[config.mk]
export PLATFORM = sky130hd
export DESIGN_NAME = ra_pq
export DESIGN_NICKNAME = d
export VERILOG_FILES = /design/src/rtl/ra_pq.sv
export SDC_FILE = /design/constraint.sdc
export NUM_CORES = 1
export LEC_CHECK = 0
export CORE_MARGIN = 4
export CORE_UTILIZATION = 64
export CTS_BUF_LIST = sky130_fd_sc_hd__clkbuf_2 sky130_fd_sc_hd__clkbuf_4 sky130_fd_sc_hd__clkbuf_8
export CTS_CLUSTER_DIAMETER = 30
export DETAILED_ROUTE_END_ITERATION = 6
export HOLD_SLACK_MARGIN = 0.08
export PLACE_DENSITY_LB_ADDON = 0.3
export SLEW_MARGIN = 20
export SYNTH_ARGS = -nofsm -noshare
export SYNTH_HDL_FRONTEND = slang
export SYNTH_SLANG_ARGS = --single-unit
[constraint.sdc]
create_clock -name clk -period 8.05 [get_ports clk]
set_input_delay 1.61 -clock clk [delete_from_list [all_inputs] [get_ports clk]]
set_output_delay 1.61 -clock clk [all_outputs]
set_load 0.005 [all_outputs]
[src/rtl/ra_pq.sv]
// Register-array priority queue: unsorted compacted slot array with a combinational min-search tree.
// Optional sticky overflow flag and empty-dequeue assertion enabled by defining RA_PQ_OVF_EN.

package pq_pkg;
   parameter int KEY_WIDTH = 8;
   parameter int VAL_WIDTH = 8;
endpackage

module ra_pq #(
   parameter int KEY_WIDTH = pq_pkg::KEY_WIDTH,
   parameter int VAL_WIDTH = pq_pkg::VAL_WIDTH,
   parameter int DEPTH     = 8
) (
   input  logic                           clk,
   input  logic                           rst,
   input  logic                           enq,
   input  logic                           deq,
   input  logic [KEY_WIDTH+VAL_WIDTH-1:0] kvi,
   output logic [KEY_WIDTH+VAL_WIDTH-1:0] kvo,
   output logic                           empty,
   output logic                           full,
   output logic                           ovf
);

   localparam int W  = KEY_WIDTH + VAL_WIDTH;
   localparam int IW = $clog2(DEPTH);
   localparam int CW = $clog2(DEPTH + 1);
   localparam int P  = 1 << IW;

   logic [W-1:0]         slot [DEPTH];
   logic [CW-1:0]        count;
   logic [CW-1:0]        count_nxt;
   logic [CW-1:0]        count_m1;
   logic [IW-1:0]        min_idx;
   logic [IW-1:0]        wr_idx;
   logic [IW-1:0]        last_idx;
   logic                 do_deq;

   logic [KEY_WIDTH-1:0] nk [2*P];
   logic [IW-1:0]        ni [2*P];
   logic                 nv [2*P];
   logic                 take_r;

   // Heap-indexed tournament: leaves at P..2P-1, left child always covers lower
   // slot indices, so picking right only on strictly-less keeps FIFO order for ties.
   always_comb begin
      take_r = 1'b0;
      for (int i = 0; i < 2*P; i++) begin
         nk[i] = '0;
         ni[i] = '0;
         nv[i] = 1'b0;
      end
      for (int i = 0; i < DEPTH; i++) begin
         nk[P+i] = slot[i][W-1:VAL_WIDTH];
         ni[P+i] = IW'(i);
         nv[P+i] = (CW'(i) < count);
      end
      for (int i = P-1; i >= 1; i--) begin
         take_r = nv[2*i+1] && (!nv[2*i] || (nk[2*i+1] < nk[2*i]));
         nk[i]  = take_r ? nk[2*i+1] : nk[2*i];
         ni[i]  = take_r ? ni[2*i+1] : ni[2*i];
         nv[i]  = nv[2*i] || nv[2*i+1];
      end
   end

   assign min_idx  = ni[1];
   assign count_m1 = count - CW'(1);
   assign wr_idx   = count[IW-1:0];
   assign last_idx = count_m1[IW-1:0];
   assign do_deq   = deq && !empty;
   assign kvo      = empty ? '0 : slot[min_idx];

   always_comb begin
      count_nxt = count;
      if (do_deq && !enq)
         count_nxt = count_m1;
      else if (!do_deq && enq && !full)
         count_nxt = count + CW'(1);
   end

   always_ff @(posedge clk) begin
      if (rst) begin
         count <= '0;
         empty <= 1'b1;
         full  <= 1'b0;
      end else begin
         count <= count_nxt;
         empty <= (count_nxt == '0);
         full  <= (count_nxt == CW'(DEPTH));
      end
   end

   // Removal compacts everything above the minimum down one; a replace then
   // refills the freed top slot, so the array stays dense and age-ordered.
   always_ff @(posedge clk) begin
      if (!rst) begin
         if (do_deq) begin
            for (int i = 0; i < DEPTH-1; i++) begin
               if (IW'(i) >= min_idx)
                  slot[i] <= slot[i+1];
            end
            if (enq)
               slot[last_idx] <= kvi;
         end else if (enq && !full) begin
            slot[wr_idx] <= kvi;
         end
      end
   end

`ifdef RA_PQ_OVF_EN
   logic ovf_r;

   always_ff @(posedge clk) begin
      if (rst)
         ovf_r <= 1'b0;
      else if (enq && !deq && full)
         ovf_r <= 1'b1;
   end

   always_ff @(posedge clk) begin
      if (!rst)
         assert (!(deq && !enq && empty));
   end

   assign ovf = ovf_r;
`else
   assign ovf = 1'b0;
`endif

endmodule

Yosys cells after proc, flatten, opt, wreduce, memory -nomap -nowiden
Memories as Yosys holds them, arrays and structs flattened.
Cells that the tools add are included.
{"block": "word_totals", "ff_bits": 6, "ramBits": 128, "input_bits": 20, "output_inout_bits": 19, "word_cells": 122, "mem_count": 1}
{"memory": "slot", "depth": 8, "word_bits": 16, "rd": 9, "rd_ports_with_merged_regs": 0, "wr": 8, "line_no": "30", "source": "logic [W-1:0] slot [DEPTH];"}
{"block": "op_classes", "add_sub_neg": 2, "magnitude_cmp": 22, "n_eq_ne": 1, "mux": 55, "reduce_logical": 38}
{"operator": "8-bit less-than comparator", "count": 7}
{"operator": "8-bit 2-to-1 mux", "count": 6}
{"operator": "1-bit 2-to-1 mux", "count": 41}
{"operator": "16-bit 2-to-1 mux", "count": 2}
{"operator": "3-bit by 4-bit less-than comparator with 1-bit output, first input constant", "count": 4}
{"operator": "16-bit OR reduction", "count": 1}
{"operator": "1-bit logical OR", "count": 13}
{"operator": "1-bit logical AND", "count": 12}
{"operator": "1-bit zero test", "count": 11}
{"operator": "3-bit >= comparator, first input constant", "count": 3}
{"operator": "1-bit by 4-bit less-than comparator with 1-bit output, first input constant", "count": 2}
{"operator": "2-bit by 4-bit less-than comparator with 1-bit output, first input constant", "count": 2}
{"operator": "4-bit 2-to-1 mux", "count": 2}
{"operator": "1-bit by 3-bit >= comparator with 1-bit output, first input constant", "count": 2}
{"operator": "2-bit by 3-bit >= comparator with 1-bit output, first input constant", "count": 2}
{"operator": "3-bit 2-to-1 mux", "count": 2}
{"operator": "4-bit by 1-bit adder with 4-bit output, second input constant", "count": 1}
{"operator": "4-bit equality test, second input constant", "count": 1}
{"operator": "4-bit zero test", "count": 1}
{"operator": "2-bit 2-to-1 mux", "count": 2}
{"operator": "4-bit by 1-bit subtractor with 4-bit output, second input constant", "count": 1}

Logic depth before layout (Yosys ltp)
Gate-level depths: netlist (run 1).
{"block": "depth", "ltp_word": 19, "depth_mapped": 30, "depth_no_buf": 25}

Worst setup path after synthesis (run 1)
No wires, ideal clock.
{"block": "synth_timing", "path_kind": "register to output", "from": "memory slot[5][15] (netlist name)", "to": "output kvo[10]", "arrival_ps": 5658, "slack_ps": 782, "path_stages_with_launch": 25, "n_path_buf": 3, "cell_sequence": "edfxtp_1 -> ha_1 -> nand2_2 -> or3_4 -> o221a_4 -> nor2_2 -> mux2i_1 -> ha_1 -> a211oi_1 -> nor3b_1 -> o211ai_1 -> and2_1 -> buf_2 -> buf_2 -> mux2i_1 -> ha_1 -> nand4_1 -> nor2_1 -> o21a_1 -> a32oi_1 -> o21ai_1 -> or2_1 -> clkbuf_1 -> o211ai_1 -> a221oi_1"}
{"element": "from (decl)", "line_no": "30"}
{"element": "to (decl)", "line_no": "19", "source": "output logic [KEY_WIDTH+VAL_WIDTH-1:0] kvo,"}

==> summary by stage, run 1 <==
Worst setup path
In this run the critical register-to-register path is launched from slot[4][15]$_DFFE_PP_. The cell type with the highest occurrence count on the critical path is a211oi_2. In this run the worst path has a maximum fanout of 7. The largest stage delay on the critical path is roughly 0.38 ns.

The worst setup path is launched from a flip-flop. The critical path's top delay family is compound AO/OA/AOI/OAI gates. The setup slack on the worst flop-to-flop path is around 0.98 ns.

The kind of critical path is flip-flop to primary output. The slowest stage of the critical path belongs to the cell edfxtp_1. In this run the critical register-to-register path is captured at slot[6][3]$_DFFE_PP_. Together, buffers and inverters on the worst path number 5. The data required time of the critical path is between 6 and 7 ns. The nature of the critical path endpoint is a primary output.

The cell depth of the worst flop-to-flop path is 27. STA puts the critical path data arrival time at ~6.7 ns.

Drt
The average wire per cell in the routed design is 22.2 µm. The routed layout has just under 8000 vias. In the routed layout, each cell is associated on average with a via count of slightly below 7. The iteration-0 DRC count of the detailed router is ~1100. The pre-antenna-repair detailed-routing pass consisted of 6 iterations. The total length of routed wires is roughly 25 mm. In this run the remaining antenna-violating nets after routing total 0. In the routed design, unresolved DRC markers number 0.

Place
At the placement stage, the worst setup path has a slack of -0.124 ns. Buffers placed on the I/O ports in this run total 37. After legalization and detailed placement, the total HPWL measured ~17 mm. The final weighted congestion in routability-driven placement is slightly below 1.

Once placement finished, the instance area stood at 9680 µm².

Hold path
Counting instances, the worst hold path has a depth of 1. The tightest min-delay check is of the flip-flop to flip-flop type. The startpoint identified for the worst hold timing path is slot[4][6]$_DFFE_PP_. For hold timing, the worst endpoint is slot[3][6]$_DFFE_PP_.

Yosys
edfxtp_1 is the most common cell in the netlist. For this run, the number of Yosys warnings is 0. Of the synthesized area, sequential elements account for approximately 44%. The number of nets handed over by synthesis was between 900 and 1000. In this run the cell area of the synthesized design comes to 9030 µm². Of all flip-flops after synthesis, the portion carrying an async set or reset was 0%.

After synthesis, the largest area contributor takes up a little over two fifths of total cell area. After synthesis the netlist holds a flip-flop and latch count of approximately 130. For this run, the leading register cell type out of synthesis is edfxtp_1. The number of unique standard cell types used by synthesis is 77. The commonest cells after synthesis are 128 x edfxtp_1, 81 x mux2_2, 79 x nand2_1.

Averaged over all synthesized cells, the footprint is 10.5 µm². Sorting the synthesized cells by area gives the leading types as edfxtp_1 43%, mux2_2 10%, ha_1 7.3%, o21ai_0 3.8%, nand2_1 3.3%. After technology mapping, the gate count stands at 863. The biggest area consumer among synthesized cells is edfxtp_1. The number of synthesized flops with an enable pin is 128.

Timing
The post-route minimum period is around 8.3 ns. The transition time at the pin with the least slew margin is around 0.96 ns. The final setup TNS is -1.41 ns. Headroom to the max-slew limit came out at 36.1%. The number of pins exceeding their max-slew limit in the final report is 0. After layout, the worst setup slack is -0.281 ns.

Setup repair after global routing could not meet its margin everywhere. The share of the clock period used by the worst path after layout is 103%. The total of endpoints with negative setup slack in the final report is 8. The worst-case clock skew is around 0.012 ns. Timing would allow up to 120 MHz.

The number of hold violations in the final report is 0.

Pwr
The switching share of power is between 40% and 50%. The net switching power is about 1.3 mW. The completed layout was analyzed and its total power is 3.08 mW. The sequential group share of total power is 31.8%. The share of total power dissipated in combinational logic is between 50% and 60%.

The clock network power share is approximately 18%. The leakage power summed over all cells is between 4 and 5 nW. The cell-internal power is between 1.5 and 2 mW. The largest voltage drop on the vdd net is between 0.1 and 0.15 mV. The power density over the cells is slightly below 300 nW/µm².

Floorplanning
The die covers 16100 µm². The cell row count is 43. The horizontal extent of the die is ~130 µm. The height of the die is roughly 130 µm. The placeable core region is 13800 µm². The initial standard-cell utilization of the core is around 65%. 39 I/O pins were placed.

Clock network
TritonCTS built the clock tree. The clock net in this run drives a total of around 130 sinks. The number of H-tree branching levels is 4. In this run the clock root is driven by a clkbuf_8. Clock latency on the worst-skew pair, taken at its later pin, is about 0.45 ns. The total of hold buffers inserted after clock tree synthesis is 0.

The clock edge transition at the registers on the reported setup and hold paths is ~0.08 ns. Buffers inserted during clock tree synthesis total 17. The deepest clock path buffer count is 2.

Status
The run finished, with violations left. The final reports fail on negative setup slack.

GRT
The first global-routing pass estimated 39.2 mm of wire. Summed over all layers, the global routing overflow is 0. The number of antenna violations at the first check in global routing is 0. The overall fraction of global-route tracks in use is 30.5%.

Entering global routing, the biggest net connects 33 pins. The via count of the first global-routing pass is about 7400.

Final layout
The net count reported at finish is just over 1000. The layout-stage area growth over the synthesis result is 16.7%. After routing the design area is 10500 µm².

Cells with a size suffix above 1 make up 28.1% of the layout. The repair_antennas step left the layout with diodes totalling 0. The filler cell count in the final layout is about 840.

The core utilization of the finished layout is between 70% and 80%.

Job
The tool flagged a number of max-cap violations equal to 0.
## logic make-up (layout without fill, tap and decap cells)
kind of cell	count (synthesis)	in the layout	share of synthesized area, %
compound gates	264	264	20.5
xor+xnor	4	4	0.388
fa+ha+maj	53	53	7.34
buf+inv	107	196	5.10
flops	134	134	43.9
mux	100	100	12.3
other cells	1	1	0.0415
simple gates	200	201	10.5
## routing by layer
layer / share of wire, % / up-vias / global-route usage (%)
met1: 40 / 3700 / 42.4
li1: - / 3434 / -
met4: 3.2 / 0 / 9.27
met5: 0 / - / 0
met2: 47 / 491 / 49.1
met3: 9.8 / 97 / 5.60
## cell usage in the layout, fill, tap and decap left out, types with 6 or more instances in the layout
| cell type | synthesis | routed |
|---|---|---|
| buf_4 | 6 | 60 |
| o211ai_1 | 12 | 12 |
| o21ai_0 | 68 | 61 |
| a211o_1 | 20 | 20 |
| nand3_1 | 7 | 7 |
| nor2_2 | 6 | 7 |
| a21oi_1 | 54 | 48 |
| mux2_2 | 81 | 81 |
| mux2i_1 | 18 | 11 |
| a221oi_1 | 12 | 8 |
| o22ai_1 | 8 | 8 |
| clkbuf_8 | 0 | 17 |
| a21oi_2 | 0 | 6 |
| a221oi_2 | 4 | 8 |
| a21o_1 | 7 | 7 |
| clkdlybuf4s50_1 | 0 | 21 |
| o21a_1 | 8 | 8 |
| inv_1 | 59 | 57 |
| buf_2 | 10 | 8 |
| a211oi_1 | 22 | 17 |
| o21ai_1 | 3 | 7 |
| nor2_1 | 45 | 42 |
| dfxtp_1 | 6 | 6 |
| mux2i_2 | 0 | 7 |
| ha_1 | 53 | 49 |
| edfxtp_1 | 128 | 128 |
| nand2_1 | 79 | 78 |
| dlymetal6s2s_1 | 0 | 7 |
| a211oi_2 | 9 | 14 |
| inv_6 | 0 | 6 |
| nor3_1 | 19 | 19 |
## state kept, by name (all words and copies together), names as in the netlist
name   flops
empty      1
slot     128
count      4
full       1
## power by group through the flow
stage               Sequential, mW  Clock, mW  Combinational, mW
floorplan                    0.956          0              0.944
global placement             0.983          0               1.33
detailed placement           0.989          0               1.38
CTS                          0.975      0.555               1.42
global route                 0.991      0.591               1.66
finish                       0.981      0.552               1.55
## cell type report
| cell class | count | area [µm²] | share of cell area [%] |
|---|---|---|---|
| flip-flops and latches | 134 | 3960 | 37.6 |
| well taps | 180 | 225 | 2.14 |
| multi-input cells | 623 | 4870 | 46.2 |
| inverters | 61 | 229 | 2.17 |
| repair buffers | 103 | 878 | 8.33 |
| clock buffers | 17 | 234 | 2.22 |
| clock inverters | 15 | 145 | 1.38 |
## worst register-to-register path: stages (launching register included)
cell and delay (ns):
edfxtp_1 0.38, inv_1 0.11, ha_4 0.29, nand2_4 0.05, or3_4 0.37, o221a_4 0.30
nor2_4 0.21, mux2i_2 0.31, ha_1 0.30, a211oi_2 0.24, o21bai_2 0.13, a21o_1 0.22
a211oi_2 0.24, a311o_1 0.21, o31a_2 0.19, mux2i_1 0.22, mux2i_1 0.13, ha_1 0.31
nand4_1 0.13, nor2_2 0.09, o21a_1 0.11, a32oi_1 0.22, o21ai_2 0.13, buf_6 0.14
buf_4 0.14, o31ai_4 0.57, and2_1 0.81, a221oi_1 0.24
## how the worst max path moves through the flow
stage                     startpoint       to  slack (ns)  depth (start not counted)
3_3_place_gp   slot[5][13]$_DFFE_PP_   kvo[7]        0.15                         24
2_1_floorplan  slot[5][15]$_DFFE_PP_  kvo[10]        0.78                         24
4_1_cts        slot[4][13]$_DFFE_PP_   kvo[7]       -0.19                         28
5_1_grt        slot[4][15]$_DFFE_PP_   kvo[1]       -0.46                         29
3_5_place_dp   slot[5][15]$_DFFE_PP_   kvo[1]       -0.12                         27
6_report       slot[4][15]$_DFFE_PP_   kvo[1]       -0.28                         29
## metrics by stage
stage	hold WS (ns)	std cells
after detailed placement	0.561	1069
after global placement	0.552	1069
after CTS	0.588	1108
final	0.587	1133
after global routing	0.606	1133
after floorplan	0.550	863
## what timing repair did
action,CTS,global route
pin swaps,3,24
setup endpoints to repair,16,16
setup buffers,7,24
resized for setup,31,66
cloned,0,1
Note: power is estimated with default switching activity, not from simulation.
==> run 2, diff against run 1 <==
--- a/config.mk
+++ b/config.mk
@@ -6,7 +6,7 @@
 export NUM_CORES = 1
 export LEC_CHECK = 0
 export CORE_MARGIN = 4
-export CORE_UTILIZATION = 64
+export CORE_UTILIZATION = 60
 export CTS_BUF_LIST = sky130_fd_sc_hd__clkbuf_2 sky130_fd_sc_hd__clkbuf_4 sky130_fd_sc_hd__clkbuf_8
 export CTS_CLUSTER_DIAMETER = 30
 export DETAILED_ROUTE_END_ITERATION = 6
==> run 2 against run 1 <==
Effect of this change:
- the run still ends with negative setup slack left
- register-to-register slack improved by 0.03 ns
- sequential cell count unchanged
- non-clock buffer count increased by 15
- setup slack improved by 0.21 ns
- hold slack got worse by 0.0091 ns
- sequential power about the same
- clock skew about the same
==> summary by stage, run 2 (same netlist as run 1, synthesis figures left out) <==
Timing
The least setup slack across all paths after layout was -0.0717 ns (+0.209 ns). The worst-case clock skew came to 0.0119 ns (+0.00000790 ns). The final setup TNS is -0.420 ns (+0.989 ns). The remaining max-slew budget at the tightest pin was 30.7% (-5.4 points).

The transition time at the pin with the least slew margin came to 1.04 ns (+0.0811 ns). The total of endpoints with negative setup slack in the final report is 9 (+1). The post-route minimum period is 8.12 ns (-0.209 ns). The share of the clock period used by the worst path after layout is 101% (-2.6 points). The top achievable clock speed is 123 MHz (+2.6%).

The worst hold slack across all endpoints came to 0.578 ns (-0.00911 ns). The number of pins exceeding their max-slew limit in the final report is 0 (unchanged). The number of hold violations in the final report is 0 (unchanged). Setup repair after global routing could not meet its margin everywhere.

Worst setup path
In this run the critical register-to-register path is captured at slot[6][2]$_DFFE_PP_. The critical register-to-register path startpoint is slot[5][13]$_DFFE_PP_. The peak fanout along the critical path was 5 (-2). The cell depth of the worst flop-to-flop path is 26 (-3.7%). The critical path is of the flip-flop to primary output type.

The largest stage delay on the critical path was 0.45 ns (+0.07 ns). The data required time of the critical path was 6.44 ns (about the same). The worst setup path is launched from a flip-flop. The slowest stage of the critical path is the edfxtp_1 cell. STA classifies the critical path endpoint as a primary output. The critical path's top delay family is compound AO/OA/AOI/OAI gates. The data arrival time of the worst path was 6.51 ns (-0.21 ns). The number of buffers and inverters on the critical path is 3 (-2). The setup slack on the worst flop-to-flop path is 1.01 ns (+0.03 ns).

Floorplanning
The height of the die came to 131 µm (+3.1%). The horizontal extent of the die is 131 µm (+3.1%). The overall die area is 17100 µm² (+6.2%). The number of top-level design ports was 39 (unchanged). The cell row count came to 44 (+2.3%).

The initial standard-cell utilization of the core is 61.7% (-3.6 points). The placeable core region is 14600 µm² (+5.9%).

Clock network
The total of hold buffers inserted after clock tree synthesis was 0 (unchanged). The clock edge transition at the registers on the reported setup and hold paths is 0.08 ns (about the same). The deepest clock path buffer count is 2 (unchanged). The clock root buffer master is clkbuf_8. The TritonCTS clock tree is done.

The number of buffers created by CTS is 17 (unchanged). The number of clock sinks is 134 (unchanged). The clock latency on the worst-skew pair came to 0.47 ns (+0.02 ns). The number of H-tree branching levels is 4 (unchanged).

Final layout
The library cell used most frequently in the layout, excluding fill and tap cells, is edfxtp_1. The largest registers in the layout are slot: 128 flops, count: 4 flops. The number of flip-flops in the largest register is 128 (unchanged). The top cell types in the final layout, fill and taps aside, are 128 x edfxtp_1, 81 x mux2_2, 77 x nand2_1, 71 x buf_4, 60 x o21ai_0.

The net count reported at finish came to 1027 (+1.4%). The total area of multi-input combinational cells came to 4980 µm² (+2.2%). The count of antenna diodes in the layout is 0 (unchanged).

Counting flops per register, the top entry is slot. The layout-stage area growth over the synthesis result is 18.8%. The cell area after layout is 10700 µm² (+1.9%). The filler cell count in the final layout was 983 (+16%). The area of all sequential standard cells is 3960 µm² (unchanged).

The share of cells above drive strength 1 is 31.2% (+3.0 points).

Job
The number of max-cap violations is 0 (unchanged).

Drt
The iteration-0 DRC count of the detailed router is 975 (-14%). The total length of routed wires is 24.8 mm (-1.5%). The length of the first detailed-routing pass in iterations is 6 (unchanged).

The average wire per cell in the routed design is 21.5 µm (-3.0%). The number of vias in the routed layout is 7643 (-1.0%). The number of vias per cell after detailed routing came to 6.65 (-2.5%). The post-detailed-route count of antenna-violating nets is 0 (unchanged). The post-route DRC violation count is 0 (unchanged).

GRT
The overall fraction of global-route tracks in use came to 28.3% (-2.2 points). The global-route wire length before repair is 37.4 mm (-4.6%). The maximum number of pins on one net before global-route repair is 33 (unchanged).

The number of antenna violations at the first check in global routing is 0 (unchanged). The final global-route overflow total is 0 (unchanged). The via count of the first global-routing pass is 7129 (-4.0%).

Pwr
The power density over the cells is 291 nW/µm² (-0.50%). The leakage power summed over all cells is 4.06 nW (-0.61%). The largest voltage drop on the vdd net was 0.131 mV (-7.8%).

Place
The detailed placement HPWL is 17.5 mm (+0.69%). The placed cell area is 9660 µm² (-0.23%). The number of port buffers was 37 (unchanged).

The final weighted congestion in routability-driven placement was 0.945 (-3.7%).

Hold path
The worst hold path belongs to the class flip-flop to flip-flop. The worst hold path terminates at slot[4][6]$_DFFE_PP_. The startpoint of the lowest-slack hold path is slot[5][6]$_DFFE_PP_. The number of cells traversed by the worst hold path was 1 (unchanged).

Status
The final reports fail on negative setup slack. The flow ran to the end, but the final reports show violations.
run 2: cell count changes in the layout (fill, tap and decap cells not counted), sizes merged:
| cell | before | now |
|---|---|---|
| inv | 67 | 61 |
| bufinv | 1 | 3 |
| clkinvlp | 4 | 3 |
| buf | 74 | 92 |
| or2 | 6 | 5 |
| clkinv | 4 | 7 |
| dlymetal6s2s | 7 | 0 |
| clkbuf | 18 | 23 |
run 2: stage by stage:
step	cells	util [%]	worst slack [ns]	power, mW
after floorplan	863	-	0.782	1.90
after global placement	1071	65.9	-0.263	2.31
after detailed placement	1071	65.9	-0.412	2.35
after CTS	1126	70.8	-0.0261	2.99
after global routing	1150	73.3	-0.237	3.28
final	1150	73.3	-0.0717	3.12
run 2: worst reg2reg max path, stage by stage (launching register included):
cell and delay, ns:
edfxtp_1 0.45, ha_4 0.31, nand2_2 0.04, or3_4 0.37, o221a_4 0.31, nor2_4 0.15, mux2i_2 0.27, ha_1 0.29
a211oi_2 0.26, o21bai_4 0.10, a21o_1 0.22, a211oi_2 0.25, a311o_1 0.21, o31a_2 0.22, mux2i_2 0.29, mux2i_2 0.14
ha_1 0.33, nand4_1 0.14, nor2_2 0.10, o21a_1 0.13, a32oi_2 0.17, o21ai_2 0.10, buf_4 0.15, buf_4 0.13
o31ai_4 0.58, and2_1 0.82, a221oi_1 0.20
run 2: worst max-delay path by stage:
| stage | start | to | slack [ns] | depth (start not counted) |
|---|---|---|---|---|
| after global placement | slot[5][13]$_DFFE_PP_ | kvo[6] | -0.26 | 27 |
| after detailed placement | slot[5][15]$_DFFE_PP_ | kvo[13] | -0.41 | 27 |
| final | slot[5][13]$_DFFE_PP_ | kvo[7] | -0.07 | 27 |
| after CTS | slot[5][15]$_DFFE_PP_ | kvo[4] | -0.03 | 26 |
| after global routing | slot[5][13]$_DFFE_PP_ | kvo[13] | -0.24 | 27 |
| after floorplan | slot[5][15]$_DFFE_PP_ | kvo[10] | 0.78 | 24 |
run 2: power by group:
part | leakage, nW | total [mW] | switching [mW] | internal [mW]
Combinational | 2.65 | 1.56 | 0.901 | 0.660
Sequential | 1.22 | 0.981 | 0.0731 | 0.908
Clock | 0.194 | 0.581 | 0.275 | 0.306
Total | 4.06 | 3.12 | 1.25 | 1.87
run 2: timing repair:
item,4_1_cts,5_1_grt
pin swaps,24,29
cloned,0,2
endpoints found under the setup margin,16,16
buffers inserted,24,24
gates resized for setup,60,80
run 2: layout make-up:
| class | instances | area share [%] |
|---|---|---|
| Clock buffer | 18 | 2.25 |
| Clock inverter | 13 | 1.46 |
| Inverter | 61 | 2.13 |
| Multi-Input combinational cell | 622 | 46.3 |
| Sequential cell | 134 | 36.9 |
| Tap cell | 184 | 2.14 |
| Timing Repair Buffer | 118 | 8.76 |
run 2: metal layers:
metal	up-vias	routed length, µm	track usage (%)
li1	3472	-	-
met1	3708	10800	40.1
met2	385	11400	44.6
met3	78	1940	5.89
met4	0	626	7.74
met5	-	0	0
